**src/rtl/mem_arbiter.sv**
```systemverilog
// mem_arbiter: round-robin arbiter between an instruction cache (read-only)
// and a data cache (read/write) in front of one asynchronous memory port.
//
// Ports:
//   clk, rst_n           clock, asynchronous active-low reset
//   ic_req_i/ic_addr_i   instruction-cache read request (level, held until ack)
//   dc_req_i/dc_we_i/    data-cache request (level, held until ack),
//   dc_addr_i/dc_wdata_i 1 = write, 0 = read
//   ic_ack_o/dc_ack_o    one-cycle completion pulses
//   rdata_o, err_o       read line and timeout flag, valid in the ack cycle
//   busy_o               high whenever the FSM is not IDLE
//   mem_cs_o/mem_we_o/   memory control; mem_oe_o is the inverse of mem_we_o
//   mem_oe_o             while a transaction is on the bus
//   mem_addr_o/          latched address and write line, stable for the
//   mem_wdata_o          whole ISSUE/BUSY window
//   mem_rdata_i          memory read value
//   mem_ready_i          1 = memory idle, 0 = operation in progress
//
// Handshake: a cache raises req and holds it; the arbiter latches the request
// in IDLE, runs ISSUE -> BUSY -> DONE and pulses the matching ack in DONE.
// Dropping req after the grant does not cancel the transaction. Every output
// is a register whose next value is decoded from the next state.
module mem_arbiter #(
  parameter int DATA_W  = 128,
  parameter int ADDR_W  = 25,
  parameter int TIMEOUT = 15
) (
  input  logic              clk,
  input  logic              rst_n,
  input  logic              ic_req_i,
  input  logic [ADDR_W-1:0] ic_addr_i,
  input  logic              dc_req_i,
  input  logic              dc_we_i,
  input  logic [ADDR_W-1:0] dc_addr_i,
  input  logic [DATA_W-1:0] dc_wdata_i,
  output logic              ic_ack_o,
  output logic              dc_ack_o,
  output logic [DATA_W-1:0] rdata_o,
  output logic              err_o,
  output logic              busy_o,
  output logic              mem_cs_o,
  output logic              mem_we_o,
  output logic              mem_oe_o,
  output logic [ADDR_W-1:0] mem_addr_o,
  output logic [DATA_W-1:0] mem_wdata_o,
  input  logic [DATA_W-1:0] mem_rdata_i,
  input  logic              mem_ready_i
);

  localparam int CNT_W = $clog2(TIMEOUT + 1);

  typedef enum logic [1:0] {
    S_IDLE  = 2'd0,
    S_ISSUE = 2'd1,
    S_BUSY  = 2'd2,
    S_DONE  = 2'd3
  } state_t;

  state_t            state_q, state_d;
  logic [CNT_W-1:0]  cnt_q, cnt_d;
  logic              last_dc_q, last_dc_d;   // 0 = IC granted last
  logic              gnt_dc_q, gnt_dc_d;     // current grantee
  logic              lat_we_q, lat_we_d;     // latched request type
  logic [ADDR_W-1:0] addr_q, addr_d;
  logic [DATA_W-1:0] wdata_q, wdata_d;
  logic [DATA_W-1:0] rdata_q, rdata_d;
  logic              cs_q, cs_d;
  logic              we_q, we_d;
  logic              oe_q, oe_d;
  logic              ic_ack_q, ic_ack_d;
  logic              dc_ack_q, dc_ack_d;
  logic              err_q, err_d;
  logic              busy_q, busy_d;

  logic              pick_dc;
  logic              phase_expired;

  // Tie goes to the port that did not win last time.
  assign pick_dc       = dc_req_i & (~ic_req_i | ~last_dc_q);
  assign phase_expired = (cnt_q == CNT_W'(TIMEOUT - 1));

  always_comb begin
    state_d   = state_q;
    cnt_d     = cnt_q;
    last_dc_d = last_dc_q;
    gnt_dc_d  = gnt_dc_q;
    lat_we_d  = lat_we_q;
    addr_d    = addr_q;
    wdata_d   = wdata_q;
    rdata_d   = rdata_q;
    err_d     = 1'b0;

    case (state_q)
      S_IDLE: begin
        if (ic_req_i || dc_req_i) begin
          gnt_dc_d  = pick_dc;
          last_dc_d = pick_dc;
          lat_we_d  = pick_dc ? dc_we_i : 1'b0;
          addr_d    = pick_dc ? dc_addr_i : ic_addr_i;
          wdata_d   = pick_dc ? dc_wdata_i : '0;
          cnt_d     = '0;
          state_d   = S_ISSUE;
        end
      end
      S_ISSUE: begin
        // mem_ready going low means the memory accepted the operation.
        if (!mem_ready_i) begin
          cnt_d   = '0;
          state_d = S_BUSY;
        end else if (phase_expired) begin
          err_d   = 1'b1;
          state_d = S_DONE;
        end else begin
          cnt_d = cnt_q + CNT_W'(1);
        end
      end
      S_BUSY: begin
        if (mem_ready_i) begin
          if (!lat_we_q) rdata_d = mem_rdata_i;
          state_d = S_DONE;
        end else if (phase_expired) begin
          err_d   = 1'b1;
          state_d = S_DONE;
        end else begin
          cnt_d = cnt_q + CNT_W'(1);
        end
      end
      S_DONE: begin
        state_d = S_IDLE;
      end
      default: begin
        state_d = S_IDLE;
      end
    endcase

    // Outputs are decoded from the next state so they line up with it.
    cs_d     = (state_d == S_ISSUE) || (state_d == S_BUSY);
    we_d     = cs_d & lat_we_d;
    oe_d     = cs_d & ~lat_we_d;
    ic_ack_d = (state_d == S_DONE) & ~gnt_dc_d;
    dc_ack_d = (state_d == S_DONE) & gnt_dc_d;
    busy_d   = (state_d != S_IDLE);
  end

  always_ff @(posedge clk or negedge rst_n) begin
    if (!rst_n) begin
      state_q   <= S_IDLE;
      cnt_q     <= '0;
      last_dc_q <= 1'b0;
      gnt_dc_q  <= 1'b0;
      lat_we_q  <= 1'b0;
      addr_q    <= '0;
      wdata_q   <= '0;
      rdata_q   <= '0;
      cs_q      <= 1'b0;
      we_q      <= 1'b0;
      oe_q      <= 1'b0;
      ic_ack_q  <= 1'b0;
      dc_ack_q  <= 1'b0;
      err_q     <= 1'b0;
      busy_q    <= 1'b0;
    end else begin
      state_q   <= state_d;
      cnt_q     <= cnt_d;
      last_dc_q <= last_dc_d;
      gnt_dc_q  <= gnt_dc_d;
      lat_we_q  <= lat_we_d;
      addr_q    <= addr_d;
      wdata_q   <= wdata_d;
      rdata_q   <= rdata_d;
      cs_q      <= cs_d;
      we_q      <= we_d;
      oe_q      <= oe_d;
      ic_ack_q  <= ic_ack_d;
      dc_ack_q  <= dc_ack_d;
      err_q     <= err_d;
      busy_q    <= busy_d;
    end
  end

  assign ic_ack_o    = ic_ack_q;
  assign dc_ack_o    = dc_ack_q;
  assign rdata_o     = rdata_q;
  assign err_o       = err_q;
  assign busy_o      = busy_q;
  assign mem_cs_o    = cs_q;
  assign mem_we_o    = we_q;
  assign mem_oe_o    = oe_q;
  assign mem_addr_o  = addr_q;
  assign mem_wdata_o = wdata_q;

endmodule

```
**config.mk**
```make
export PLATFORM = sky130hd
export DESIGN_NAME = mem_arbiter
export DESIGN_NICKNAME = d
export VERILOG_FILES = /design/src/rtl/mem_arbiter.sv
export SDC_FILE = /design/constraint.sdc
export NUM_CORES = 1
export LEC_CHECK = 0
export ABC_AREA = 1
export CAP_MARGIN = 20
export CORE_AREA = 3 3 234 236
export CTS_BUF_LIST = sky130_fd_sc_hd__clkbuf_4 sky130_fd_sc_hd__clkbuf_8
export DETAILED_ROUTE_END_ITERATION = 6
export DIE_AREA = 0 0 237 239
export GPL_TIMING_DRIVEN = 0
export SYNTH_ARGS = -nofsm -noshare
export SYNTH_HDL_FRONTEND = slang
export SYNTH_SLANG_ARGS = --single-unit
export TNS_END_PERCENT = 30
```
**constraint.sdc**
```tcl
create_clock -name clk -period 2.96 [get_ports clk]
set_clock_uncertainty 0.05 [all_clocks]
set_input_delay 0.888 -clock clk [delete_from_list [all_inputs] [get_ports clk]]
set_output_delay 0.888 -clock clk [all_outputs]
set_load 0.03 [all_outputs]
```
== Yosys cells after proc, flatten, opt, wreduce, memory -nomap -nowiden ==
Index checks and enable logic that the tools add are counted.

* Bits in registers: 297
* Input port bits: 312
* Word-level logic and storage cells: 65

* Add/sub/neg operators: 1
* Equality and inequality tests: 9
* Muxes and demuxes: 21
* Bitwise gates (word level): 11
* Reductions and logical operators: 8

{| class="wikitable"
|+ Operator list
! kind !! count
|-
| 2-to-1 mux 128 bit || 1
|-
| 2-to-1 mux 25 bit || 1
|-
| 2-to-1 mux 4 bit || 4
|-
| case mux 4 bit (3 select lines) || 1
|-
| equality test 2 bit (second input constant) || 4
|-
| 2-to-1 mux 1 bit || 8
|-
| 2-to-1 mux 2 bit || 4
|-
| case mux 2 bit (4 select lines) || 1
|-
| AND reduction 3 bit || 2
|-
| bitwise AND 1 bit || 5
|-
| inverter 1 bit || 5
|-
| adder 4 x 1 -> 4 bit (second input constant) || 1
|-
| equality test 2 x 1 -> 1 bit (second input constant) || 2
|-
| equality test 4 bit (second input constant) || 1
|-
| != test 2 bit (second input constant) || 2
|-
| nonzero test 3 bit || 1
|-
| logical NOT 2 bit || 1
|-
| logical OR 1 bit || 2
|-
| case mux 1 bit (2 select lines) || 1
|-
| AND reduction 2 bit || 1
|-
| nonzero test 2 bit || 1
|-
| OR 1 bit || 1
|}

== Logic depth before layout (Yosys ltp) ==
Gate-level depths: netlist (run 1).

* Depth in word-level cells: 8
* Gate-level depth with buffers: 11
* Gate-level depth less buffers: 11

== Worst setup path after synthesis (run 1) ==
OpenSTA, ideal clock, no wires.

* Kind: input-to-reg
* Start: input port dc_req_i
* End: register we_q (netlist: mem_we_o)
* Setup time: 0.121 ns
* Arrival: 1.835 ns
* Data required time: 2.789 ns
* Path slack: 0.954 ns
* Stages: 8
* Buffers on the path: 1
* Path through: buf_2 > nor2_4 > a21oi_1 > nor2_1 > inv_1 > ha_1 > inv_1 > a21oi_1

* Word-level cells in the longest chain between the ends: 6
* Elaborated cells on any way between the ends: 11
* Those cells by class: eq/ne: 2; mux: 5; bitwise: 2; reduce/logical: 2

{| class="wikitable"
|+ RTL lines
! item !! RTL line !! RTL
|-
| start, declared || 32 || <nowiki>input logic dc_req_i,</nowiki>
|-
| logical OR 1 bit (*) || 95 || <nowiki>if (ic_req_i || dc_req_i) begin</nowiki>
|-
| 2-to-1 mux 2 bit (*) || 95 ||
|-
| case mux 2 bit (4 select lines) (*) || 93 || <nowiki>case (state_q)</nowiki>
|-
| equality test 2 x 1 -> 1 bit or equality test 2 bit (tied branches) || 137 || <nowiki>cs_d = (state_d == S_ISSUE) || (state_d == S_BUSY);</nowiki>
|-
| logical OR 1 bit (*) || 137 ||
|-
| via cs_d || 67 || <nowiki>logic cs_q, cs_d;</nowiki>
|-
| bitwise AND 1 bit (*) || 138 || <nowiki>we_d = cs_d & lat_we_d;</nowiki>
|-
| via we_d || 68 || <nowiki>logic we_q, we_d;</nowiki>
|-
| end signal, assigned || 172 || <nowiki>we_q <= we_d;</nowiki>
|-
| end, declared || 68 ||
|}

The timed path passes the listed nets; every way through them passes the cells marked *.
A chain may end at the register's enable or synchronous reset.

== Worst setup path after layout (run 1) ==
* Start: register oe_q (netlist: mem_oe_o)
* End: output port mem_oe_o

{| class="wikitable"
|+ RTL lines
! item !! RTL line !! RTL
|-
| start, declared || 69 || <nowiki>logic oe_q, oe_d;</nowiki>
|-
| start signal, assigned || 157 || <nowiki>oe_q <= 1'b0;</nowiki>
|-
| start signal, assigned || 173 || <nowiki>oe_q <= oe_d;</nowiki>
|-
| end, declared || 43 || <nowiki>output logic mem_oe_o,</nowiki>
|}

No word-level cell between the ends.

==> results of run 1 <==
[layout make-up]
class / count / area share
sequential: 297 / 0.363
timing repair buffer: 600 / 0.295
multi-input combinational: 811 / 0.188
clock buffer: 83 / 0.0537
tap: 688 / 0.0420
inverter: 147 / 0.0269
buffer: 69 / 0.0266
clock inverter: 11 / 0.00391
antenna: 1 / 0.000122
[worst reg2reg max path, stage by stage, from the launching register on]
cell and delay, ps:
dfrtp_1 390, inv_1 140, ha_1 220, nand2_1 110, or2_1 260, buf_6 140
buf_6 160, buf_6 170, nand2_1 90, o21ai_2 50
[power by group]
group,leakage (nW),switching [mW],internal [mW]
Sequential,3.77,0.934,5.75
Combinational,5.52,6.80,4.53
Clock,0.632,1.77,2.43
Total,9.92,9.51,12.7
[cell usage in the layout, fill, tap and decap left out, drive strengths merged]
master and instances:
or2 2, dfrtp 297, clkdlybuf4s50 597, o21ai 128
a21oi 3, a211oi 1, inv 147, clkinv 10
clkbuf 89, xor2 1, nand3 30, a31oi 25
nand4 1, nor2 37, nand2 576, buf 66
diode 1, bufinv 1, ha 7
[flip-flops by register name (all words and copies together) (netlist names), 2 cells and up]
signal,cells
rdata_o,128
mem_wdata_o,128
state_q,2
cnt_q,4
mem_addr_o,25
[per-stage QoR]
stage / std cells / util
2_1_floorplan: 1324 / -
3_3_place_gp: 2610 / 0.365
3_5_place_dp: 2612 / 0.366
4_1_cts: 2706 / 0.389
5_1_grt: 2707 / 0.389
6_report: 2707 / 0.389
[how the worst min path moves through the flow]
stage	startpoint	end	cells past startpoint
after global placement	mem_wdata_o[59]$_DFFE_PN0P_	mem_wdata_o[59]$_DFFE_PN0P_	2
final	rst_n	rdata_o[72]$_DFFE_PN0P_	1
after CTS	rst_n	mem_wdata_o[49]$_DFFE_PN0P_	1
after global routing	rst_n	mem_wdata_o[49]$_DFFE_PN0P_	1
after floorplan	gnt_dc_q$_DFF_PN0_	gnt_dc_q$_DFF_PN0_	2
after detailed placement	mem_wdata_o[56]$_DFFE_PN0P_	mem_wdata_o[56]$_DFFE_PN0P_	2
[kinds of logic after synthesis]
| logic type | count (synthesis) | synth area share |
|---|---|---|
| xor+xnor | 1 | 0.000707 |
| flops | 297 | 0.600 |
| compound gates | 157 | 0.103 |
| fa+ha+maj | 7 | 0.00707 |
| simple gates | 646 | 0.201 |
| buf+inv | 216 | 0.0886 |
[metal layers]
layer	track usage	vias to the layer above
met5	0	-
li1	-	5351
met1	0.169	5190
met4	0.0570	0
met3	0.0615	91
met2	0.260	481
==> summary.txt, run 1 <==
Routing
  • Drt drc: 0
  • DR iter-0 viols: roughly 490
  • M1 WL: 16700 µm
  • Met2 routed WL: 21900 µm
  • Top Metal Used: met4
  • Final wirelength: 44500 µm
  • WL per Instance: 16.4 µm
  • Routed vias: approximately 11000
  • Vias per cell: 4.11
  • WL met3: 4590 µm
  • Initial DRT Pass Iterations: 5
  • Routed Antenna Nets: 0

Global routing
  • Global-route wire length before repair: 67500 µm
  • Remaining global-route overflow: 0
  • Largest net degree at the start of global routing: 115
  • Initial antenna violation count: 1
  • GRT Total Usage: 0.152
  • Vias in the first global route: 11652

STA
  • Final worst path period need: 2690 ps
  • Setup TNS: 0 ps
  • Final period utilization: 0.909
  • Max Clock Freq: around 0.37 GHz
  • Slew headroom: 0.530
  • Final hold violations: 0
  • Worst hold margin: approximately 220 ps
  • Setup Viol. Count Final: 0
  • RSZ-0062 raised after global routing: no
  • Max Slew Vio Count: 0
  • Worst setup margin: 268 ps
  • Slew at the pin closest to its max-slew limit: 705 ps

Setup path
  • Reg2Reg Capture Point: rdata_o[19]$_DFFE_PN0P_
  • Critical Path Max Stage Delay: 800 ps
  • Arr. time, crit path: 1750 ps
  • Critical path class: reg -> out
  • Critical path cell sequence: clkdlybuf4s50_1
  • Cell family contributing the most delay on the critical path: buffers and inverters
  • Critical path depth: 1
  • CP Capture Type: primary output
  • FF-to-FF setup slack: 1040 ps
  • CP Capture Point: mem_oe_o
  • WP buf/inv: 1
  • Slowest cell on crit path: clkdlybuf4s50_1
  • Critical Path Source Type: flop
  • FF-to-FF path depth: 9
  • Crit. Startpoint: mem_oe_o$_DFF_PN0_
  • RR Startpoint: state_q[0]$_DFF_PN0_
  • CP max FO: 1
  • Worst Path Required: 2020 ps

Logic synthesis
  • Post-synthesis sequential area ratio: 0.600
  • Most common cell in the synthesized netlist: nand2_1
  • Yosys warns: 0
  • Largest cells by area after synthesis: dfrtp_1 60%, nand2_1 17%, o21ai_2 8.5%
  • Yosys cell types: 24
  • Prevailing post-synth register cell: dfrtp_1
  • Yosys top cell by area: dfrtp_1
  • Synth top area share: 0.600
  • Synth Cell Area: 12400 µm²
  • Mapped Avg Cell Area: 9.36 µm²
  • Synthesized net count: between 1500 and 2000
  • Seq cells post-synth: about 300
  • EDFF count, synth: 0
  • Async set-reset flop share out of synthesis: 1.00
  • Synth top cells by count: 574 x nand2_1, 297 x dfrtp_1, 145 x inv_1
  • Cells after Synth: 1324

Clock tree
  • CTS hold repair buffers: 0
  • Post-CTS Resized: 0
  • Setup bufs post-CTS: 0
  • Clock root buffer: clkbuf_8
  • Clock transition at path regs: 60 ps
  • Worst skew pair latency: 610 ps
  • H-tree Lvls: 2
  • Max clock buf depth: 3
  • TritonCTS clock tree: done
  • CTS Buf Count: 55
  • Clock sink total: 297

Placed design
  • Worst slack, placed: 159 ps
  • RePlAce Congestion: 0.847
  • Post-place instance area: 19300 µm²
  • Hpwl dp: roughly 34000 µm
  • Port bufs: ~600

Floorplan
  • Die height: approximately 240 µm
  • FP Rows: between 80 and 90
  • # IOs: 600
  • Die X: 237 µm
  • Initial Utilization: 0.235
  • Die ar.: 56600 µm²
  • Core Area: 52700 µm²

Power and ir drop
  • LEAKAGE: 9.92 nW
  • VDD IR max: 0.000472 V
  • Total chip power: 22.2 mW
  • P per Cell Area: 1080 nW/µm²

Min path
  • Worst hold path type: in -> async

Layout
  • NumNets Final: 2300
  • Post-route cell area: approximately 20000 µm²
  • Area Overhead vs Synth: 65.3%
  • Multi-input combinational cell area: 3860 µm²
  • Layout cells sized above 1: 0.143
  • Sequential cell area: 7430 µm²
  • FILL cells: approximately 5300

Outcome
  • Status: finished clean

Run
  • # Max-Cap Violations: 0
No activity file was read; power rests on OpenSTA's default activity.
==> inputs of run 2 (changes only) <==
--- a/config.mk
+++ b/config.mk
@@ -7,10 +7,10 @@
 export LEC_CHECK = 0
 export ABC_AREA = 1
 export CAP_MARGIN = 20
-export CORE_AREA = 3 3 234 236
+export CORE_AREA = 4 4 228 230
 export CTS_BUF_LIST = sky130_fd_sc_hd__clkbuf_4 sky130_fd_sc_hd__clkbuf_8
 export DETAILED_ROUTE_END_ITERATION = 6
-export DIE_AREA = 0 0 237 239
+export DIE_AREA = 0 0 232 234
 export GPL_TIMING_DRIVEN = 0
 export SYNTH_ARGS = -nofsm -noshare
 export SYNTH_HDL_FRONTEND = slang
==> run 2 against run 1 <==
Compared with the run above:
- clock-buffer cell count rose by 3
- register-to-register slack got worse by 50 ps
- largest power group unchanged
- power rose by 0.36%
- final cell count fell by 0.55%
- critical path type unchanged
- cell area barely moved
- flip-flop and latch count did not move
==> summary.txt, run 2 (synthesized netlist as in run 1, its figures left out) <==
Global routing
  • Largest net degree at the start of global routing: 112 (-2.6%)
  • Global-route wire length before repair: 69300 µm (+2.6%)
  • GRT Total Usage: 0.164 (+0.0124)
  • Met2 usage: 0.283 (+0.0223)
  • Vias in the first global route: 11647 (-0.043%)
  • Global route hottest layer: met2
  • Met3 Use GR: 0.0600 (-0.00148)
  • Remaining global-route overflow: 0 (unchanged)
  • Routing usage on met1: 0.190 (+0.0204)
  • Initial antenna violation count: 1 (unchanged)

Clock tree
  • Post-CTS Resized: 0 (unchanged)
  • CTS Buf Count: 53 (-3.6%)
  • Clock transition at path regs: 60 ps (about the same)
  • H-tree Lvls: 2 (unchanged)
  • CTS hold repair buffers: 0 (unchanged)
  • TritonCTS clock tree: done
  • Max clock buf depth: 3 (unchanged)
  • Worst skew pair latency: 600 ps (about the same)
  • Clock sink total: 297 (unchanged)
  • Setup bufs post-CTS: 0 (unchanged)
  • Clock root buffer: clkbuf_8

Power and ir drop
  • NetSw: 9.58 mW (+0.77%)
  • P per Cell Area: 1090 nW/µm² (+0.44%)
  • Internal power: 12.7 mW (about the same)
  • Sequential share of power: 0.300 (about the same)
  • Comb pwr share: 0.512 (+0.002)
  • Clock share of power: 0.188 (about the same)
  • Sw frac: 0.430 (+0.00175)
  • LEAKAGE: 9.91 nW (about the same)
  • VDD IR max: 0.000532 V (+13%)

Layout
  • Commonest non-fill, non-tap cell in the layout: clkdlybuf4s50_1
  • Multi-input combinational cell area: 3860 µm² (unchanged)
  • Most frequent cells in the layout: 597 x clkdlybuf4s50_1, 574 x nand2_1, 297 x dfrtp_1, 145 x inv_1, 120 x o21ai_2
  • Layout cells sized above 1: 0.143 (+0.000425)
  • Sequential cell area: 7430 µm² (unchanged)
  • Area Overhead vs Synth: 65.2% (about the same)
  • NumNets Final: 2298 (-0.087%)
  • FILL cells: 4990 (-5.0%)
  • Post-layout util: 0.410 (+0.0215)

Floorplan
  • Die X: 232 µm (-2.1%)
  • Core Area: 49900 µm² (-5.3%)
  • Die height: 234 µm (-2.1%)
  • # IOs: 600 (unchanged)
  • Die ar.: 54300 µm² (-4.2%)
  • Initial Utilization: 0.248 (+0.0132)
  • FP Rows: 82 (-2.4%)

STA
  • Max Clock Freq: 0.357 GHz (-3.9%)
  • RSZ-0062 raised after global routing: no
  • Max Slew Vio Count: 0 (unchanged)
  • Final hold violations: 0 (unchanged)
  • Worst setup margin: 160 ps (-108 ps)
  • Slew headroom: 0.566 (+0.0363)
  • Final worst path period need: 2800 ps (+108 ps)
  • Setup TNS: 0 ps (unchanged)
  • Setup Viol. Count Final: 0 (unchanged)
  • Slew at the pin closest to its max-slew limit: 651 ps (-54.4 ps)
  • Final period utilization: 0.946 (+0.0365)

Routing
  • Final wirelength: 46500 µm (+4.5%)
  • Drt drc: 0 (unchanged)
  • DR iter-0 viols: 484 (-1.0%)
  • Initial DRT Pass Iterations: 5 (unchanged)
  • Routed vias: 11115 (+0.018%)
  • Routed Antenna Nets: 0 (unchanged)
  • Vias per cell: 4.13 (+0.58%)
  • WL per Instance: 17.3 µm (+5.1%)

Setup path
  • CP max FO: 2 (+1)
  • WP buf/inv: 1 (unchanged)
  • Critical Path Max Stage Delay: 890 ps (+90 ps)
  • CP Capture Type: primary output
  • Arr. time, crit path: 1860 ps (+110 ps)
  • Cell family contributing the most delay on the critical path: buffers and inverters
  • FF-to-FF path depth: 9 (unchanged)
  • Critical Path Source Type: flop
  • Slowest cell on crit path: clkdlybuf4s50_1
  • FF-to-FF setup slack: 990 ps (-50 ps)
  • Critical path depth: 1 (unchanged)
  • Worst Path Required: 2020 ps (about the same)
  • Critical path cell sequence: clkdlybuf4s50_1
  • Critical path class: reg -> out

Placed design
  • Worst slack, placed: 125 ps (-34.7 ps)
  • Port bufs: 598 (unchanged)
  • Hpwl dp: 36300 µm (+6.3%)
  • RePlAce Congestion: 0.857 (+1.1%)

Min path
  • Worst hold path type: in -> async

Outcome
  • Status: finished clean

Run
  • # Max-Cap Violations: 0 (unchanged)
[run 2: stage by stage]
| step | power, mW | area (µm²) | instances | hold slack (ps) |
|---|---|---|---|---|
| floorplan | 13.0 | 12400 | 1324 | 407 |
| global placement | 18.1 | 19200 | 2594 | 411 |
| detailed placement | 18.3 | 19300 | 2596 | 414 |
| CTS | 22.6 | 20500 | 2691 | 191 |
| global route | 23.6 | 20500 | 2691 | 226 |
| finish | 22.3 | 20500 | 2692 | 236 |
[run 2: layer usage]
layer | part of all wire | routed length [µm]
met4 | 0.030 | 1410
met3 | 0.092 | 4270
met5 | 0 | 0
met2 | 0.49 | 22900
met1 | 0.38 | 17900
[run 2: path summary, 6_finish.rpt]
check / startpoint / endpoint
setup / recovery: mem_wdata_o[57]$_DFFE_PN0P_ / mem_wdata_o[57]
hold reg to reg: rdata_o[24]$_DFFE_PN0P_ / rdata_o[24]$_DFFE_PN0P_
min in group clk: rdata_o[24]$_DFFE_PN0P_ / rdata_o[24]$_DFFE_PN0P_
max in group asynchronous: rst_n / mem_wdata_o[51]$_DFFE_PN0P_
hold / removal: rst_n / rdata_o[101]$_DFFE_PN0P_
setup reg to reg: state_q[0]$_DFF_PN0_ / mem_wdata_o[96]$_DFFE_PN0P_
[run 2: final cells by class]
cell class	instances	area share
multi-input combinational	811	0.189
sequential	297	0.363
clock buffer	86	0.0542
tap	672	0.0411
inverter	147	0.0270
antenna	1	0.000122
timing repair buffer	600	0.295
clock inverter	9	0.00367
buffer	69	0.0267
[run 2: power groups by stage]
stage / clock (mW) / combinational, mW / sequential [mW]
finish: 4.20 / 11.4 / 6.69
global route: 4.55 / 12.2 / 6.90
CTS: 4.37 / 11.6 / 6.70
detailed placement: 0 / 11.5 / 6.73
global placement: 0 / 11.4 / 6.69
floorplan: 0 / 3.21 / 9.83
